==> config.mk <==
export PLATFORM = sky130hd
export DESIGN_NAME = uart_cmd_rx_flat
export DESIGN_NICKNAME = d
export VERILOG_FILES = /design/src/rtl/uart_cmd_rx_if.sv /design/src/rtl/uart_cmd_rx.sv /design/src/flat_wrapper.sv
export SDC_FILE = /design/constraint.sdc
export NUM_CORES = 1
export LEC_CHECK = 0
export BUFFER_PORTS_ARGS = -buffer_cell sky130_fd_sc_hd__buf_2
export CAP_MARGIN = 40
export CORE_MARGIN = 4
export CORE_UTILIZATION = 55
export DETAILED_ROUTE_END_ITERATION = 16
export MAX_ROUTING_LAYER = met4
export PLACE_DENSITY = 0.74
export SLEW_MARGIN = 20
export SYNTH_ARGS = -nofsm -noshare
export SYNTH_HDL_FRONTEND = slang
export SYNTH_SLANG_ARGS = --single-unit
==> constraint.sdc <==
create_clock -name clk -period 3.75 [get_ports clk]
set_input_delay 0.5625 -clock clk [delete_from_list [all_inputs] [get_ports clk]]
set_output_delay 0.5625 -clock clk [all_outputs]
set_load 0.02 [all_outputs]
==> src/rtl/uart_cmd_rx_if.sv <==
// Serial line in, received command byte and status pulses out.
// slave = the receiver, master = whatever drives the line and consumes cmd.
interface uart_cmd_rx_if;
  logic       rx;
  logic [7:0] cmd;
  logic       cmd_valid;
  logic       frame_err;

  modport master (output rx, input cmd, input cmd_valid, input frame_err);
  modport slave  (input rx, output cmd, output cmd_valid, output frame_err);
endinterface

==> src/rtl/uart_cmd_rx.sv <==
// 8N1 command receiver: cmd/cmd_valid update on the edge after the mid-stop-bit sample (rx is 2-flop synchronised first).
// No backpressure: cmd_valid is a one-cycle pulse and cmd simply holds the last good byte.
module uart_cmd_rx #(
  parameter int CLKS_PER_BIT = 434
) (
  input  logic          clk,
  input  logic          rst,
  uart_cmd_rx_if.slave  bus
);

  localparam int CW = $clog2(CLKS_PER_BIT);
  localparam logic [CW-1:0] BIT_END  = CW'(CLKS_PER_BIT - 1);
  localparam logic [CW-1:0] HALF_END = CW'(CLKS_PER_BIT / 2 - 1);

  localparam logic [2:0] IDLE  = 3'd0;
  localparam logic [2:0] START = 3'd1;
  localparam logic [2:0] DATA  = 3'd2;
  localparam logic [2:0] STOP  = 3'd3;
  localparam logic [2:0] BREAK = 3'd4;

  logic          sync1_q, rx_s_q;
  logic [2:0]    state_q, state_d;
  logic [CW-1:0] cnt_q, cnt_d;
  logic [2:0]    idx_q, idx_d;
  logic [7:0]    shreg_q, shreg_d;
  logic [7:0]    cmd_q, cmd_d;
  logic          cmd_valid_q, cmd_valid_d;
  logic          frame_err_q, frame_err_d;

  always_comb begin
    state_d     = state_q;
    cnt_d       = cnt_q;
    idx_d       = idx_q;
    shreg_d     = shreg_q;
    cmd_d       = cmd_q;
    cmd_valid_d = 1'b0;
    frame_err_d = 1'b0;
    case (state_q)
      IDLE: begin
        if (!rx_s_q) begin
          cnt_d   = '0;
          state_d = START;
        end
      end
      START: begin
        // Half a bit in: still low means a real start bit, else a glitch.
        if (cnt_q == HALF_END) begin
          cnt_d   = '0;
          idx_d   = 3'd0;
          state_d = rx_s_q ? IDLE : DATA;
        end else begin
          cnt_d = cnt_q + 1'b1;
        end
      end
      DATA: begin
        if (cnt_q == BIT_END) begin
          cnt_d   = '0;
          shreg_d = {rx_s_q, shreg_q[7:1]};
          idx_d   = idx_q + 3'd1;
          if (idx_q == 3'd7) state_d = STOP;
        end else begin
          cnt_d = cnt_q + 1'b1;
        end
      end
      STOP: begin
        if (cnt_q == BIT_END) begin
          cnt_d = '0;
          if (rx_s_q) begin
            cmd_d       = shreg_q;
            cmd_valid_d = 1'b1;
            state_d     = IDLE;
          end else begin
            frame_err_d = 1'b1;
            state_d     = BREAK;
          end
        end else begin
          cnt_d = cnt_q + 1'b1;
        end
      end
      BREAK: begin
        if (rx_s_q) state_d = IDLE;
      end
      default: state_d = IDLE;
    endcase
  end

  always_ff @(posedge clk or posedge rst) begin
    if (rst) begin
      sync1_q     <= 1'b1;
      rx_s_q      <= 1'b1;
      state_q     <= IDLE;
      cnt_q       <= '0;
      idx_q       <= 3'd0;
      shreg_q     <= 8'h00;
      cmd_q       <= 8'h00;
      cmd_valid_q <= 1'b0;
      frame_err_q <= 1'b0;
    end else begin
      sync1_q     <= bus.rx;
      rx_s_q      <= sync1_q;
      state_q     <= state_d;
      cnt_q       <= cnt_d;
      idx_q       <= idx_d;
      shreg_q     <= shreg_d;
      cmd_q       <= cmd_d;
      cmd_valid_q <= cmd_valid_d;
      frame_err_q <= frame_err_d;
    end
  end

  assign bus.cmd       = cmd_q;
  assign bus.cmd_valid = cmd_valid_q;
  assign bus.frame_err = frame_err_q;

endmodule

==> src/flat_wrapper.sv <==
// flat-port wrapper written by rule: the top's interface ports become plain ports
module uart_cmd_rx_flat 
#(
  parameter int CLKS_PER_BIT = 434
)
  (clk, rst, bus_rx, bus_cmd, bus_cmd_valid, bus_frame_err);
  uart_cmd_rx_if bus_i ();
  input  logic clk;
  input  logic rst;
  input wire logic [$bits(bus_i.rx)-1:0] bus_rx;
  output wire logic [$bits(bus_i.cmd)-1:0] bus_cmd;
  output wire logic [$bits(bus_i.cmd_valid)-1:0] bus_cmd_valid;
  output wire logic [$bits(bus_i.frame_err)-1:0] bus_frame_err;
  assign bus_i.rx = bus_rx;
  assign bus_cmd = bus_i.cmd;
  assign bus_cmd_valid = bus_i.cmd_valid;
  assign bus_frame_err = bus_i.frame_err;
  uart_cmd_rx #(.CLKS_PER_BIT(CLKS_PER_BIT)) u_core (.clk(clk), .rst(rst), .bus(bus_i));
endmodule
# Yosys cells after proc, flatten, opt, wreduce, memory -nomap -nowiden
# Cells that the tools add are included.
[totals]
regBits = 35
input_bits = 3
output_inout_bits = 10
elab_cells = 55
[op_classes]
n_addsub = 2
eq_ne = 13
mux = 22
reduce_logical = 9
[op_table]
columns = ["cell", "n"]
rows = [
  ["2-to-1 mux 3 bit", 9],
  ["2-to-1 mux 9 bit", 3],
  ["one-hot mux 9 bit (3 select lines)", 1],
  ["one-hot mux 3 bit (5 select lines)", 1],
  ["inequality test 2 x 1 -> 1 bit, second input constant", 5],
  ["adder 9 x 1 -> 9 bit, second input constant", 1],
  ["equality test 9 x 8 -> 1 bit, second input constant", 1],
  ["equality test 9 bit, second input constant", 1],
  ["equality test 3 x 2 -> 1 bit, second input constant", 2],
  ["equality test 3 bit, second input constant", 2],
  ["2-to-1 mux 1 bit", 6],
  ["one-hot mux 3 bit (2 select lines)", 1],
  ["AND reduction 3 bit", 2],
  ["AND reduction 6 bit", 1],
  ["AND reduction 2 bit", 2],
  ["adder 3 x 1 -> 3 bit, second input constant", 1],
  ["equality test 3 x 1 -> 1 bit, second input constant", 1],
  ["logical NOT 3 bit", 1],
  ["nonzero test 3 bit", 1],
  ["2-to-1 mux 2 bit", 1],
  ["inequality test 2 bit, second input constant", 1],
  ["nonzero test 2 bit", 1],
  ["OR reduction 2 bit", 1],
]

# Depth between registers and ports, before layout
# Gate-level depths: netlist (run 1).
[depth]
depth_word = 4
mapped_depth = 7

# Worst setup path before layout (run 1)
# OpenSTA, ideal clock, no wires.
[synth_path]
path_type = "reg2reg"
startpoint = "register u_core.cnt_q[1]"
endpoint = "register u_core.idx_q[0]"
setup_time_ps = 125
arrival_ps = 1614
required_ps = 3625
setup_slack_ps = 2011
stages_incl_launch_ff = 8
cell_sequence = "dfrtp_1 inv_1 ha_1 nand4b_1 or3_1 buf_6 o21a_4 mux2_4"
[synth_between]
elab_chain_len = 3
[synth_lines]
columns = ["element", "line", "source"]
rows = [
  ["from (decl)", "uart_cmd_rx.sv:23", "logic [CW-1:0] cnt_q, cnt_d;"],
  ["from (signal assigned)", "uart_cmd_rx.sv:102", "cnt_q <= cnt_d;"],
  ["equality test 9 bit / equality test 9 x 8 -> 1 bit (equally long branches)", "uart_cmd_rx.sv:56, uart_cmd_rx.sv:47", ""],
  ["inequality test 2 x 1 -> 1 bit (no line)", "n/a", ""],
  ["AND reduction 3 bit (no line) (*)", "n/a", ""],
  ["to (signal assigned)", "uart_cmd_rx.sv:103", "idx_q <= idx_d;"],
  ["to (decl)", "uart_cmd_rx.sv:24", "logic [2:0] idx_q, idx_d;"],
]
# Every way passes the cells marked *; elsewhere a longest branch is shown, timed or not.
# A chain may end at the register's enable or synchronous reset.

# Final worst setup path (run 1)
[layout_path]
startpoint = "register u_core.cnt_q[0]"
endpoint = "register u_core.cnt_q[3]"
[layout_between]
elab_chain_len = 3
[layout_lines]
columns = ["element", "line", "source"]
rows = [
  ["adder 9 x 1 -> 9 bit (tied with other cells)", "uart_cmd_rx.sv:52, uart_cmd_rx.sv:62, uart_cmd_rx.sv:77", ""],
  ["2-to-1 mux 9 bit (on tied branches)", "uart_cmd_rx.sv:56, uart_cmd_rx.sv:66, uart_cmd_rx.sv:47", ""],
  ["one-hot mux 9 bit (3 select lines) (*)", "uart_cmd_rx.sv:38", "case (state_q)"],
]
# Marked as above.

==> impl_results.md, run 1 <==
* Clock-pin slew on the worst setup and hold paths at 110 ps
* DRC viols at 0
* Yosys warns at 0
* Max Fclk at 484 MHz
* Num ports at 13
* Total gr overflow at 0
* DIE HEIGHT at 62.2 um
* Wire per inst at 13.6 um
* First-pass GRT wire length at 5.07 mm
* Critical Path Start Type: register
* Post-CTS Setup Inserts at 0
* Min-Delay Path Class: in2async
* Vias at 1171
* Initial DRC Count at 46
* Crit. End Element: register
* Largest net degree at the start of global routing at 36
* Adder-cell share of the synthesized area at 3.87%
* Diodes inserted at 0
* Worst Path Arrival at 2260 ps
* Routed vias/inst at 5.66
* VDD IR max at 0.304 mV
* Post-synthesis mux area share at 7.12%
* Root Buffer: clkbuf_4
* GRT Total Usage at 16.5%
* Worst-skew pair later-pin latency at 330 ps
* CP max FO at 9
* PnR worst setup slack at 1680 ps
* Syn Area/Cell at 10.2 um2
* Post-DP HPWL at 1.96 mm
* CTS tree: done
* Worst hold slack at 300 ps
* Period utilisation layout at 55.2%
* Post-synthesis simple-gate area fraction at 20.1%
* Most used DFF post-synth: dfrtp_1
* Sequential cell area at 878 um2
* Final TNS setup at 0 ps
* DRT antenna net count at 0
* CTS-repair resized insts at 0
* CTS Buffer Depth at 2
* H-Tree Depth at 2
* Status: completed
* # Max-Cap Violations at 0
* Cell taking the most area after synthesis: dfrtp_1
* Vias in the first global route at 1142
* Synth Cell Area at 0.00162 mm2
* Final setup violating endpoints at 0
* Synth-to-Final Area Change at 8.82%
* Max-slew violations at 0
* Die ar. at 0.00387 mm2
* Top cells by area, synth: dfrtp_1, nand2_1, mux2_2
* PwrDens at 332 mW/mm2
* Initial core utilization at 58.1%
* Post-synthesis register bit count at 35
* DRT Pass-1 Iters at 4
* Final min period at 2070 ps
* Clock skew at 9.78 ps
* Relative slew slack at 66.8%
* Asr flop ratio synth at 100%
* Synth Instances at 158
* GPL Wtd Cong at 0.875
* Post-synthesis compound-gate area fraction at 11.7%
* Xor and xnor area share after synthesis at 0.542%
* Data required time of the worst path at 3940 ps
* Critical path type: reg2reg
* Post-synth EDFFs at 0
* Worst-Margin Slew at 497 ps
* CTS buffer count at 5
* Layout filler cell count at 237
* Total length of routed wires at 2.81 mm
* Fin nets at 183
* Core box area at 0.00278 mm2
* Yosys top cell area share at 51.1%
* Place WS at 1760 ps
* Final hold vios at 0
* Unrepaired setup endpoints after global routing: false
* Die span in x at 62.2 um
* Initial antenna violation count at 0
* Num Clock Sinks at 35
* Layout cells sized above 1 at 20.5%
* Syn nets at 166
* Post-cts hold buffer count at 0
* Sequential area share after synthesis at 54.3%
* Netlist cell types at 36
* Multi-input logic area at 701 um2
* I/O Buffers at 12
* Main combinational cell family by area after synthesis: simple AND/OR/NAND/NOR gates
* Leak pwr at 0.000884 uW
* Number of cell rows at 19
==> path summary, 6_finish.rpt <==
path                                 start         endpoint  slack (ps)  cells after the start
setup / recovery           u_core.cnt_q[0]  u_core.cnt_q[3]        1680                      6
hold / removal                         rst  u_core.cnt_q[0]         300                      3
setup reg to reg           u_core.cnt_q[0]  u_core.cnt_q[3]        1680                      6
hold reg to reg             u_core.sync1_q    u_core.rx_s_q         370                      0
min in group clk                    bus_rx   u_core.sync1_q         330                      1
max in group asynchronous              rst    u_core.rx_s_q        3110                      3
==> cells in the final DEF (no fill, tap or decap), types with 2 or more instances in the layout <==
master,Yosys,routed
a21oi_1,2,2
a22o_1,3,3
buf_2,0,13
clkbuf_4,0,5
dfrtp_1,33,33
dfstp_2,2,2
ha_1,5,5
inv_1,4,4
mux2_2,8,8
nand2_1,42,42
nand3_1,4,4
nor2_1,8,8
nor2b_1,3,3
nor3_1,5,5
o211ai_1,4,4
o21ai_0,11,11
o31ai_1,2,2
==> through the flow <==
stage                     power, uW  instance area (um2)  std cells  utilization, %
after global placement          397                 1700        198            61.1
after CTS                       593                 1760        207            63.2
after floorplan                 394                 1620        158               -
after global routing            612                 1760        207            63.2
final                           584                 1760        207            63.2
after detailed placement        398                 1710        199            61.3
==> cell families after synthesis <==
kind of cell / Yosys count
xor gates and xnor gates: 1
buffers and inverters: 8
adders and majority gates: 5
and+or+nand+nor: 71
DFF: 35
muxes: 10
AOI/OAI and AO/OA: 28
==> synthesized netlist by cell type (2+ instances only) <==
cell type	number
mux2_2	8
o211ai_1	4
dfrtp_1	33
clkbuf_1	2
a22o_1	3
nand3_1	4
ha_1	5
nor2_1	8
o21ai_0	11
dfstp_2	2
nand2_1	42
a21oi_1	2
o31ai_1	2
nor3_1	5
inv_1	4
nor2b_1	3
==> final cells by class <==
class / count / share of cell area (%)
repair buffers: 14 / 4.13
multi-input cells: 115 / 39.8
clock inverters: 2 / 0.711
well taps: 31 / 2.20
inverters: 4 / 0.853
flip-flops and latches: 35 / 49.9
clock buffers: 6 / 2.35
==> routing by layer <==
| metal | vias up | global-route usage [%] | wire length [um] |
|---|---|---|---|
| met5 | - | - | 0 |
| met4 | 0 | 7.59 | 50 |
| met3 | 6 | 3.96 | 118 |
| met2 | 25 | 25.0 | 1340 |
| met1 | 559 | 20.9 | 1310 |
| li1 | 581 | - | - |
==> critical path, stage by stage, from the launching register on <==
cell and delay, ps:
dfrtp_1 440, inv_1 110, ha_1 160, nor4b_1 400, a21oi_2 200, nor2_1 440
o211ai_1 180
==> sequential cells by signal, summed over array words and instances, names as in the netlist, 3 cells and up <==
name            count
u_core.cnt_q        9
u_core.idx_q        3
u_core.shreg_q      8
u_core.state_q      3
u_core.bus.cmd      8
==> power by group <==
| part | internal, uW | total, uW | leakage [uW] | switching, uW |
|---|---|---|---|---|
| sequential | 379 | 381 | 0.000467 | 1.59 |
| clock | 72.3 | 194 | 0.0000282 | 122 |
| combinational | 1.68 | 8.89 | 0.000388 | 7.21 |
No activity file was read; power rests on OpenSTA's default activity.
==> run 2, diff against run 1 <==
--- a/config.mk
+++ b/config.mk
@@ -8,10 +8,10 @@
 export BUFFER_PORTS_ARGS = -buffer_cell sky130_fd_sc_hd__buf_2
 export CAP_MARGIN = 40
 export CORE_MARGIN = 4
-export CORE_UTILIZATION = 55
+export CORE_UTILIZATION = 52
 export DETAILED_ROUTE_END_ITERATION = 16
 export MAX_ROUTING_LAYER = met4
-export PLACE_DENSITY = 0.74
+export PLACE_DENSITY = 0.73
 export SLEW_MARGIN = 20
 export SYNTH_ARGS = -nofsm -noshare
 export SYNTH_HDL_FRONTEND = slang
==> constraint.sdc (replaced) <==
create_clock -name clk -period 1.8 [get_ports clk]
set_input_delay 0.27 -clock clk [delete_from_list [all_inputs] [get_ports clk]]
set_output_delay 0.27 -clock clk [all_outputs]
set_load 0.02 [all_outputs]
==> impl_results.md, run 2 (synthesis results as in run 1) <==
* DRT antenna net count at 0
* CTS tree: done
* PwrDens at 722 mW/mm2
* Worst-Margin Slew at 434 ps
* Data required time of the worst path at 2030 ps
* Grt met2 use at 28.9%
* Initial core utilization at 56.7%
* Post-CTS Setup Inserts at 0
* Initial antenna violation count at 0
* DIE HEIGHT at 63.8 um
* Leak pwr at 0.000972 uW
* Critical path type: reg2reg
* Status: completed
* Final hold vios at 0
* Worst hold slack at 6.06 ps
* Wire per inst at 14.9 um
* Layout cells sized above 1 at 28.3%
* Crit. End Element: register
* DRC viols at 0
* Final TNS setup at 0 ps
* Die ar. at 0.00406 mm2
* Post-DP HPWL at 2.25 mm
* Final setup violating endpoints at 0
* Routed vias/inst at 5.67
* Worst Path Arrival at 1990 ps
* Vias at 1235
* Largest net degree at the start of global routing at 36
* Num Clock Sinks at 35
* Fin nets at 194
* Combinational Power Share at 1.4%
* CP max FO at 7
* Max FFs per register at 9
* CP max stage delay at 470 ps
* P_int at 1090 uW
* Root Buffer: clkbuf_4
* Final Non-Filler Cells at 218
* Vias in the first global route at 1213
* Slowest cell on crit path: dfrtp_1
* Core box area at 0.00285 mm2
* GR Layer Usage met3 at 5.43%
* Max Fclk at 571 MHz
* First-pass GRT wire length at 5.42 mm
* GRT Total Usage at 17.7%
* Max-slew violations at 0
* Psw at 287 uW
* Num ports at 13
* CTS Buffer Depth at 2
* Clock-pin slew on the worst setup and hold paths at 110 ps
* Clock skew at 12.3 ps
* Most common cell after layout, fill and taps aside: nand2_1
* GR Util met1 at 20.3%
* Sw Share at 20.9%
* GPL Wtd Cong at 0.809
* Initial DRC Count at 57
* Total length of routed wires at 3.25 mm
* Die span in x at 63.8 um
* Relative slew slack at 71.1%
* Flop pwr share at 57.8%
* Min-Delay Path Class: in2async
* Period utilisation layout at 97.3%
* Synth-to-Final Area Change at 17.7%
* CP cell instances: or3b_1, or3_4, o21a_4, mux2_4
* Total gr overflow at 0
* DRT Pass-1 Iters at 4
* Clk network pwr share at 40.8%
* Most Crowded Layer GR: met2
* Final min period at 1750 ps
* I/O Buffers at 12
* Commonest cells after routing, fill and taps aside: nand2_1, dfrtp_1, buf_2, buf_4, o21ai_0
* Top Family by Delay on Critical Path: simple AND/OR/NAND/NOR gates
* Cells after DPL at 210
* Top reg by flops: u_core.cnt_q
* Critical Path Start Type: register
* CTS buffer count at 5
* Diodes inserted at 0
* # Max-Cap Violations at 0
* H-Tree Depth at 2
* Worst-skew pair later-pin latency at 340 ps
* Number of cell rows at 19
* VDD IR max at 0.742 mV
* Buf/Inv on CP at 0
==> run 2: layout make-up <==
cell class | count | area [um2]
flip-flops and latches | 35 | 878
well taps | 31 | 38.8
fillers | 223 | 950
multi-input cells | 115 | 728
clock inverters | 3 | 43.8
repair buffers | 25 | 161
inverters | 4 | 15.0
clock buffers | 5 | 37.5
==> run 2: worst reg2reg max path, cell delays in order, from the launching register on <==
cell and delay [ps]:
dfrtp_1 470, or3b_1 410, or3_4 390, o21a_4 130, mux2_4 250
==> run 2: final timing paths <==
kind                                    from                 to  slack [ps]  cells past startpoint
min                                      rst  u_core.bus.cmd[2]           6                      3
max reg2reg                u_core.state_q[2]    u_core.idx_q[0]          50                      4
min reg2reg                   u_core.sync1_q      u_core.rx_s_q         360                      0
max                        u_core.state_q[2]    u_core.idx_q[0]          50                      4
max in group asynchronous                rst      u_core.rx_s_q        1440                      3
min in group clk                      bus_rx     u_core.sync1_q          30                      1
==> run 2: power by group through the flow <==
| stage | combinational, uW | clock [uW] | sequential, uW |
|---|---|---|---|
| final | 19.0 | 561 | 794 |
| after global routing | 22.6 | 607 | 794 |
| after CTS | 20.0 | 573 | 793 |
| after detailed placement | 20.0 | 0 | 808 |
| after global placement | 19.4 | 0 | 808 |
| after floorplan | 14.3 | 0 | 805 |
==> run 2: repair_timing <==
action                                  in CTS  in global routing
endpoints found under the setup margin       0                  7
hold buffers                                 0                  0
resized for setup                            0                  8
==> run 2: per-stage QoR <==
step	power (uW)	util (%)	area, um2	setup WS, ps
after floorplan	820	-	1620	60.5
after global placement	828	62.8	1790	136
after detailed placement	828	62.8	1790	56.1
final	1370	66.7	1900	48.4
after global routing	1420	66.7	1900	-28.4
after CTS	1390	65.6	1870	23.4
==> run 2: routing by layer <==
metal	up-vias	part of all wire [%]	wire length, um
li1	602	-	-
met1	602	44	1440
met2	21	50	1620
met3	10	3.4	109
met4	0	2.3	75
met5	-	0	0
